**src/rtl/narnet_job_sequencer.sv**
```systemverilog
// narnet_job_sequencer: buffers host samples in a FIFO and runs multi-step
// open-loop or closed-loop jobs on the NARNet core, returning each step's
// prediction over a valid/ready stream. Hung steps are recovered by a
// timeout that resets the core and flags err_timeout.
module narnet_job_sequencer #(
  parameter int FIFO_DEPTH = 16,
  parameter int HORIZON_W  = 8,
  parameter int TIMEOUT    = 255
) (
  input  logic                 clk,
  input  logic                 rst,
  input  logic                 s_valid,
  input  logic [7:0]           s_data,
  output logic                 s_ready,
  input  logic                 start,
  input  logic                 closed_loop,
  input  logic [HORIZON_W-1:0] horizon,
  output logic                 busy,
  output logic                 m_valid,
  output logic [7:0]           m_data,
  output logic                 m_last,
  input  logic                 m_ready,
  output logic                 err_timeout,
  output logic                 core_rst,
  output logic                 core_enable,
  output logic [7:0]           core_x_in,
  output logic                 core_x_ready,
  input  logic [7:0]           core_y_out,
  input  logic                 core_out_ready
);

  localparam int AW = $clog2(FIFO_DEPTH);
  localparam int CW = AW + 1;
  localparam int TW = $clog2(TIMEOUT + 1);

  localparam logic [CW-1:0]        FULL_CNT  = CW'(FIFO_DEPTH);
  localparam logic [CW-1:0]        CNT_ZERO  = CW'(0);
  localparam logic [CW-1:0]        CNT_ONE   = CW'(1);
  localparam logic [AW-1:0]        PTR_ONE   = AW'(1);
  localparam logic [TW-1:0]        TMO_ZERO  = TW'(0);
  localparam logic [TW-1:0]        TMO_ONE   = TW'(1);
  localparam logic [TW-1:0]        TMO_LAST  = TW'(TIMEOUT - 1);
  localparam logic [HORIZON_W-1:0] STEP_ZERO = HORIZON_W'(0);
  localparam logic [HORIZON_W-1:0] STEP_ONE  = HORIZON_W'(1);

  typedef enum logic [2:0] {
    S_IDLE  = 3'd0,
    S_CRST  = 3'd1,
    S_FETCH = 3'd2,
    S_ISSUE = 3'd3,
    S_WAIT  = 3'd4,
    S_EMIT  = 3'd5,
    S_FLUSH = 3'd6
  } state_e;

  // Sample storage; occupancy is tracked by count_q, so data needs no reset.
  logic [7:0]           mem [FIFO_DEPTH];

  state_e               state_q,        state_d;
  logic [AW-1:0]        wr_ptr_q,       wr_ptr_d;
  logic [AW-1:0]        rd_ptr_q,       rd_ptr_d;
  logic [CW-1:0]        count_q,        count_d;
  logic                 s_ready_q,      s_ready_d;
  logic                 busy_q,         busy_d;
  logic                 mode_q,         mode_d;
  logic [HORIZON_W-1:0] horizon_q,      horizon_d;
  logic [HORIZON_W-1:0] step_q,         step_d;
  logic [7:0]           x_hold_q,       x_hold_d;
  logic [7:0]           fb_q,           fb_d;
  logic [TW-1:0]        tmo_q,          tmo_d;
  logic                 flush_q,        flush_d;
  logic                 m_valid_q,      m_valid_d;
  logic [7:0]           m_data_q,       m_data_d;
  logic                 m_last_q,       m_last_d;
  logic                 err_q,          err_d;
  logic                 core_rst_q,     core_rst_d;
  logic                 core_enable_q,  core_enable_d;
  logic                 core_x_ready_q, core_x_ready_d;

  logic                 push_s;
  logic                 pop_s;

  // s_ready_q mirrors !full, so a full FIFO never accepts a push even on a pop cycle.
  assign push_s = s_valid & s_ready_q;

  // Next-state logic for the job FSM, the FIFO pointers and all registered outputs.
  always_comb begin
    state_d        = state_q;
    busy_d         = busy_q;
    mode_d         = mode_q;
    horizon_d      = horizon_q;
    step_d         = step_q;
    x_hold_d       = x_hold_q;
    fb_d           = fb_q;
    tmo_d          = tmo_q;
    flush_d        = flush_q;
    m_valid_d      = m_valid_q;
    m_data_d       = m_data_q;
    m_last_d       = m_last_q;
    err_d          = err_q;
    core_rst_d     = core_rst_q;
    core_enable_d  = core_enable_q;
    core_x_ready_d = core_x_ready_q;
    pop_s          = 1'b0;

    case (state_q)
      S_IDLE: begin
        core_rst_d    = 1'b0;
        core_enable_d = 1'b0;
        if (start && (horizon != STEP_ZERO)) begin
          mode_d        = closed_loop;
          horizon_d     = horizon;
          step_d        = STEP_ZERO;
          err_d         = 1'b0;
          busy_d        = 1'b1;
          core_rst_d    = 1'b1;
          core_enable_d = 1'b1;
          state_d       = S_CRST;
        end else begin
          state_d = S_IDLE;
        end
      end
      S_CRST: begin
        // One cycle of core reset clears the core's delay line for the new job.
        core_rst_d = 1'b0;
        state_d    = S_FETCH;
      end
      S_FETCH: begin
        if (mode_q && (step_q != STEP_ZERO)) begin
          x_hold_d       = fb_q;
          core_x_ready_d = 1'b1;
          state_d        = S_ISSUE;
        end else if (count_q != CNT_ZERO) begin
          pop_s          = 1'b1;
          x_hold_d       = mem[rd_ptr_q];
          core_x_ready_d = 1'b1;
          state_d        = S_ISSUE;
        end else begin
          state_d = S_FETCH;
        end
      end
      S_ISSUE: begin
        core_x_ready_d = 1'b0;
        tmo_d          = TMO_ZERO;
        state_d        = S_WAIT;
      end
      S_WAIT: begin
        if (core_out_ready) begin
          m_data_d  = core_y_out;
          fb_d      = core_y_out;
          m_valid_d = 1'b1;
          m_last_d  = (step_q == (horizon_q - STEP_ONE));
          state_d   = S_EMIT;
        end else if (tmo_q == TMO_LAST) begin
          core_rst_d = 1'b1;
          err_d      = 1'b1;
          busy_d     = 1'b0;
          flush_d    = 1'b0;
          state_d    = S_FLUSH;
        end else begin
          tmo_d = tmo_q + TMO_ONE;
        end
      end
      S_EMIT: begin
        if (m_ready) begin
          m_valid_d = 1'b0;
          m_last_d  = 1'b0;
          step_d    = step_q + STEP_ONE;
          if (m_last_q) begin
            busy_d        = 1'b0;
            core_enable_d = 1'b0;
            state_d       = S_IDLE;
          end else begin
            state_d = S_FETCH;
          end
        end else begin
          state_d = S_EMIT;
        end
      end
      S_FLUSH: begin
        // Core reset is held for two cycles to recover a hung core.
        if (flush_q) begin
          core_rst_d    = 1'b0;
          core_enable_d = 1'b0;
          flush_d       = 1'b0;
          state_d       = S_IDLE;
        end else begin
          flush_d = 1'b1;
        end
      end
      default: begin
        busy_d         = 1'b0;
        m_valid_d      = 1'b0;
        m_last_d       = 1'b0;
        core_rst_d     = 1'b0;
        core_enable_d  = 1'b0;
        core_x_ready_d = 1'b0;
        state_d        = S_IDLE;
      end
    endcase

    if (push_s) begin
      wr_ptr_d = wr_ptr_q + PTR_ONE;
    end else begin
      wr_ptr_d = wr_ptr_q;
    end
    if (pop_s) begin
      rd_ptr_d = rd_ptr_q + PTR_ONE;
    end else begin
      rd_ptr_d = rd_ptr_q;
    end
    if (push_s && !pop_s) begin
      count_d = count_q + CNT_ONE;
    end else if (pop_s && !push_s) begin
      count_d = count_q - CNT_ONE;
    end else begin
      count_d = count_q;
    end
    s_ready_d = (count_d != FULL_CNT);
  end

  // FIFO data write; writes are suppressed while reset is asserted.
  always_ff @(posedge clk) begin
    if (!rst && push_s) begin
      mem[wr_ptr_q] <= s_data;
    end
  end

  // State and output registers with synchronous reset; core reset is asserted during rst.
  always_ff @(posedge clk) begin
    if (rst) begin
      state_q        <= S_IDLE;
      wr_ptr_q       <= {AW{1'b0}};
      rd_ptr_q       <= {AW{1'b0}};
      count_q        <= CNT_ZERO;
      s_ready_q      <= 1'b0;
      busy_q         <= 1'b0;
      mode_q         <= 1'b0;
      horizon_q      <= STEP_ZERO;
      step_q         <= STEP_ZERO;
      x_hold_q       <= 8'h00;
      fb_q           <= 8'h00;
      tmo_q          <= TMO_ZERO;
      flush_q        <= 1'b0;
      m_valid_q      <= 1'b0;
      m_data_q       <= 8'h00;
      m_last_q       <= 1'b0;
      err_q          <= 1'b0;
      core_rst_q     <= 1'b1;
      core_enable_q  <= 1'b0;
      core_x_ready_q <= 1'b0;
    end else begin
      state_q        <= state_d;
      wr_ptr_q       <= wr_ptr_d;
      rd_ptr_q       <= rd_ptr_d;
      count_q        <= count_d;
      s_ready_q      <= s_ready_d;
      busy_q         <= busy_d;
      mode_q         <= mode_d;
      horizon_q      <= horizon_d;
      step_q         <= step_d;
      x_hold_q       <= x_hold_d;
      fb_q           <= fb_d;
      tmo_q          <= tmo_d;
      flush_q        <= flush_d;
      m_valid_q      <= m_valid_d;
      m_data_q       <= m_data_d;
      m_last_q       <= m_last_d;
      err_q          <= err_d;
      core_rst_q     <= core_rst_d;
      core_enable_q  <= core_enable_d;
      core_x_ready_q <= core_x_ready_d;
    end
  end

  assign s_ready      = s_ready_q;
  assign busy         = busy_q;
  assign m_valid      = m_valid_q;
  assign m_data       = m_data_q;
  assign m_last       = m_last_q;
  assign err_timeout  = err_q;
  assign core_rst     = core_rst_q;
  assign core_enable  = core_enable_q;
  assign core_x_in    = x_hold_q;
  assign core_x_ready = core_x_ready_q;

endmodule

```
**config.mk**
```make
export PLATFORM = sky130hd
export DESIGN_NAME = narnet_job_sequencer
export DESIGN_NICKNAME = d
export VERILOG_FILES = /design/src/rtl/narnet_job_sequencer.sv
export SDC_FILE = /design/constraint.sdc
export NUM_CORES = 1
export LEC_CHECK = 0
export BUFFER_PORTS_ARGS = -buffer_cell sky130_fd_sc_hd__buf_2
export CORE_MARGIN = 8
export CORE_UTILIZATION = 48
export DETAILED_ROUTE_END_ITERATION = 6
export PLACE_DENSITY = 0.69
export SETUP_SLACK_MARGIN = 0.5
export SYNTH_ARGS = -nofsm -noshare
export SYNTH_HDL_FRONTEND = slang
export SYNTH_SLANG_ARGS = --single-unit
export TNS_END_PERCENT = 50
```
**constraint.sdc**
```tcl
create_clock -name clk -period 5.2 [get_ports clk]
set_input_delay 0 -clock clk [delete_from_list [all_inputs] [get_ports clk]]
set_output_delay 0 -clock clk [all_outputs]
set_load 0.01 [all_outputs]
```
# [Word-level counts from Yosys, hierarchy flattened]
# Memories as Yosys holds them, arrays and structs flattened. A register that Yosys moved wholly into a read port is not among the register bits.
# Index checks and enable logic that the tools add are counted.
[classes] reduce_logical=35 n_eq_ne=19 add_sub_neg=7 bitwise=6 mux=50
[ops] op="8-bit 2-to-1 mux" count=6
[ops] op="8-bit case mux with 2 select lines" count=2
[ops] op="1-bit 2-to-1 mux" count=24
[ops] op="3-bit case mux with 7 select lines" count=1
[ops] op="8-bit by 1-bit adder with 8-bit output, second input constant" count=2
[ops] op="2-bit != test, second input constant" count=8
[ops] op="8-bit nonzero test" count=2
[ops] op="3-bit 2-to-1 mux" count=4
[ops] op="1-bit case mux with 4 select lines" count=3
[ops] op="3-bit AND reduction" count=4
[ops] op="4-bit AND reduction" count=3
[ops] op="5-bit 2-to-1 mux" count=2
[ops] op="2-bit AND reduction" count=5
[ops] op="2-bit nonzero test" count=5
[ops] op="5-bit OR reduction" count=2
[ops] op="3-bit equality test, second input constant" count=3
[ops] op="4-bit by 1-bit adder with 4-bit output, second input constant" count=2
[ops] op="8-bit equality test" count=1
[ops] op="8-bit equality test, second input constant" count=1
[ops] op="4-bit 2-to-1 mux" count=2
[ops] op="4-bit OR reduction" count=2
[ops] op="8-bit by 1-bit subtractor with 8-bit output, second input constant" count=1
[ops] op="3-bit by 2-bit equality test with 1-bit output, second input constant" count=2
[ops] op="3-bit != test, second input constant" count=2
[ops] op="15 further kinds" count=28
[word_totals] register_bits=66 elab_cells=137 mem_bits_rw=128 out_inout_bits=24 mem_count=1 input_bits=31
[memory_table] memory="mem" words=16 word_bits=8 rd=1 rd_ports_with_merged_regs=1 wr=1 line="57" source="logic [7:0] mem [FIFO_DEPTH];"

# [Depth between registers and ports, before layout]
[logic_depth] depth_word=8 mapped_depth=10 mapped_depth_nobuf=8

# [Worst setup path before layout]
# No wires, ideal clock.
[synth_timing] path_kind="register to register" from="register step_q[0]" to="register s_ready_q (netlist: s_ready)" arrival_ps=2110 setup_time_ps=150 required_ps=5050 n_path_buf=0 path_slack_ps=2940 synth_period_minus_slack_ps=2260 path_stages_with_launch=9 path_cell_list="dfxtp_1 -> inv_1 -> ha_1 -> or4b_4 -> o41a_1 -> nor2_4 -> mux2i_1 -> xor2_1 -> a41oi_2"
[synth_via] elab_chain_cells=8 word_cells_on_any_way=10 cone_classes="eq/ne: 1; mux: 4; reduce/logical: 5"
[synth_rtl] item="from (decl)" line="67" source="logic [HORIZON_W-1:0] step_q, step_d;"
[synth_rtl] item="from (signal assigned)" line="261" source="step_q <= step_d;"
[synth_rtl] item="8-bit nonzero test *" line="129" source="if (mode_q && (step_q != STEP_ZERO)) begin"
[synth_rtl] item="1-bit logical AND *" line="129"
[synth_rtl] item="1-bit 2-to-1 mux *" line="129"
[synth_rtl] item="1-bit 2-to-1 mux *" line="106" source="case (state_q)"
[synth_rtl] item="1-bit logical AND or 1-bit zero test (tied branches)" line="214, 212"
[synth_rtl] item="5-bit 2-to-1 mux or 1-bit logical AND (tied branches)" line="214, 212"
[synth_rtl] item="5-bit 2-to-1 mux *" line="212" source="if (push_s && !pop_s) begin"
[synth_rtl] item="5-bit != test *" line="219" source="s_ready_d = (count_d != FULL_CNT);"
[synth_rtl] item="to (signal assigned)" line="257" source="s_ready_q <= s_ready_d;"
[synth_rtl] item="to (decl)" line="63" source="logic s_ready_q, s_ready_d;"
# Mark *: on every way between the ends. The rest lies on a longest branch, timed or not.
# A chain may end at the register's enable or synchronous reset.

# [Final worst setup path]
# Ends and elaborated chain as after synthesis.

==> reports/results.tsv <==
stage	metric	value	unit
clock_tree	Max Root-Sink Buffers	2	
die	Die Span Y	148	um
layout	ant diodes	0	
layout	Fillers	1355	
sta	RSZ-0062 raised after global routing	no	
synth	syn nets	649	
clock_tree	root buf cell	clkbuf_16	
die	Die Width	148	um
grt	initial antenna violation count	0	
sta	Hold Slack	46.0	ps
clock_tree	CTS resizes	0	
synth	Synth warnings	0	
detailed_routing	uppermost layer routed	met4	
clock_tree	setup bufs post-CTS	0	
sta	Final Hold Vio Count	0	
detailed_routing	post-route ant nets	0	
sta	Worst Max-Slew Pin Slew	1100	ps
critical_path	Critical Path Fanout Max	15	
pwr	maximum VDD drop	0.277	mV
synth	post-synth top area cell	edfxtp_1	
detailed_routing	# DRC	0	
placement	DP Wirelength	11400	um
layout	Area Growth Syn to Fin	14.7	%
detailed_routing	met3 WL	797	um
clock_tree	clk slew on worst S/H paths	70	ps
grt	Overall Global Routing Usage	15.2	%
pwr	Clock power frac	36.9	%
detailed_routing	drt initial violations	320	
synth	Syn Std Cell Area	8410	um2
grt	grt total ovfl	0	
sta	final setup violation count	0	
synth	top post-synthesis cells by area	edfxtp_1, dfxtp_1, mux4_2	
pwr	Psw	0.858	mW
layout	share of cells above drive strength 1	22.2	%
sta	fmax	338	MHz
critical_path	critical path required time	5460	ps
detailed_routing	met1 WL	7240	um
grt	first-pass GRT wire length	26300	um
placement	RePlAce Congestion	0.824	
synth	number of synthesized register bits	198	
layout	Design Area, Final	9650	um2
synth	syn avg cell area	13.9	um2
pwr	P_int	2.57	mW
sta	final worst-path cycle share	56.9	%
die	Core ar.	17200	um2
die	site row count	48	
clock_tree	H-tree depth	4	
detailed_routing	router iterations before antenna repair	4	
clock_tree	worst-skew pair later-pin latency	430	ps
placement	Place WS	2250	ps
sta	setup TNS	0	ps
outcome	status	complete, no violations	
critical_path	crit end category	register	
die	Initial Util	48.8	%
sta	PnR worst setup slack	2240	ps
placement	Buffers on Ports	54	
detailed_routing	overall routed net length	16400	um
synth	Unique masters post-synth	60	
pwr	Power Dens Cells	356	nW/um2
detailed_routing	wire per inst	18.0	um
sta	final critical-path required period	2960	ps
min_path	worst hold path class	input pin to register	
synth	Seq/Total Area, Yosys	62.4	%
pwr	sequential power share	51.6	%
placement	Cell Count Post-Placement	854	
clock_tree	clock sink count	198	
pwr	Static Leak	3.30	nW
critical_path	CP Data Arrival Time	3220	ps
sta	Worst Clk Skew	17.1	ps
detailed_routing	DR WL met2	8270	um
critical_path	critical setup path kind	register to register	
clock_tree	CTS Buf Count	17	
synth	number of synthesized flops with an enable pin	128	
sta	slew margin rel.	26.5	%
pwr	switching share of power	25.0	%
critical_path	startpoint class of the critical path	register	
synth	top cell type's share of synthesized area	45.7	%
synth	top_reg_cell synth	edfxtp_1	
die	io pins	55	
synth	most common cell in the synthesized netlist	edfxtp_1	
job	maxcap violations	0	
pwr	Gate power share	11.5	%
detailed_routing	Via Count	5057	
clock_tree	CTS tree	done	
die	die area	22000	um2
synth	Post-synth top cells	edfxtp_1, nor2_1, dfxtp_1	
synth	ys async rst share	0	%
placement	Placement Cell Area	8820	um2
sta	number of max-slew violations in the final report	0	
detailed_routing	vias per cell	5.55	
synth	cells after synthesis	605	
layout	final non-filler cell total	911	
grt	vias in the first global route	5017	
grt	largest net degree at the start of global routing	60	
layout	final net count	718	
-- power groups by stage --
stage / logic [mW] / clock network [mW] / registers [mW]
2_1_floorplan: 0.298 / 0 / 1.78
3_3_place_gp: 0.366 / 0 / 1.81
3_5_place_dp: 0.379 / 0 / 1.81
4_1_cts: 0.398 / 1.29 / 1.77
5_1_grt: 0.434 / 1.35 / 1.78
6_report: 0.395 / 1.27 / 1.77
-- worst max-delay path, cell delays in order, from the launching register on --
cell and delay [ps]:
dfxtp_1 380, inv_1 90, ha_1 130, or4b_4 480, o41ai_4 880, nand2b_2 220
a32o_2 340, xnor2_2 160, a41oi_2 120
-- layout make-up --
cell class | instances | area (um2) | share of cell area, %
Inverter | 13 | 48.8 | 0.506
Timing Repair Buffer | 82 | 546 | 5.65
Sequential cell | 198 | 5250 | 54.4
Multi-Input combinational cell | 362 | 2960 | 30.7
Tap cell | 225 | 282 | 2.92
Clock buffer | 18 | 429 | 4.45
Clock inverter | 13 | 138 | 1.43
-- registers in the layout (all words and copies together), names as in the netlist, 3 cells and up, named ones only --
signal     count
mem          128
core_x_in      8
horizon_q      8
m_data         8
step_q         8
tmo_q          8
count_q        5
rd_ptr_q       4
wr_ptr_q       4
state_q        3
-- per-stage QoR --
| step | power [mW] | util [%] |
|---|---|---|
| floorplan | 2.08 | - |
| global placement | 2.17 | 51.2 |
| detailed placement | 2.19 | 51.2 |
| CTS | 3.46 | 56.0 |
| global route | 3.56 | 56.0 |
| finish | 3.43 | 56.0 |
-- cell usage in the layout, fill, tap and decap left out, types with 3 or more instances in the layout --
cell / Yosys / layout
nand2_1: 44 / 44
nor3_1: 10 / 9
a211oi_2: 7 / 7
nand4_1: 8 / 8
nor4_1: 5 / 5
clkinv_4: 0 / 3
xnor2_1: 17 / 17
nand3_1: 12 / 12
edfxtp_1: 128 / 128
mux2i_1: 20 / 20
nand2b_1: 4 / 4
dlygate4sd3_1: 0 / 26
o21ai_0: 13 / 13
ha_1: 13 / 13
inv_1: 13 / 13
inv_8: 0 / 4
nor2_1: 80 / 80
clkbuf_16: 0 / 17
xor2_1: 15 / 15
and3_1: 3 / 3
a21oi_1: 20 / 20
buf_2: 3 / 54
dfxtp_1: 70 / 68
mux4_2: 40 / 40
a31oi_1: 4 / 4
-- worst paths after layout --
path	from	endpoint	slack, ps	cells after the start
worst max-delay path	step_q[0]	s_ready	2240	8
worst min-delay path	core_out_ready	state_q[1]	50	4
worst max register to register	step_q[0]	s_ready	2240	8
worst min register to register	err_timeout	err_timeout	470	2
-- metal layers --
layer | vias to the layer above | global-route usage, %
met5 | - | 0
met4 | 0 | 4.03
met3 | 6 | 4.22
met2 | 120 | 25.6
met1 | 2525 | 18.9
li1 | 2406 | -
-- what timing repair did --
action | CTS | global route
endpoints found under the setup margin | 0 | 0
hold buffers | 26 | 0
endpoints found under the hold margin | 146 | 0
-- kinds of logic (layout without fill, tap and decap cells) --
kind of cell | Yosys count | count (layout) | share of synthesized area (%)
adder cells (fa/ha/maj) | 13 | 13 | 1.93
XOR/XNOR | 33 | 33 | 3.53
AO/OA/AOI/OAI | 70 | 70 | 6.43
flip-flops | 198 | 198 | 62.4
multiplexers | 60 | 60 | 13.1
buffers and inverters | 45 | 126 | 2.50
AND/OR/NAND/NOR | 186 | 186 | 10.2
(Power assumes the default switching activity.)
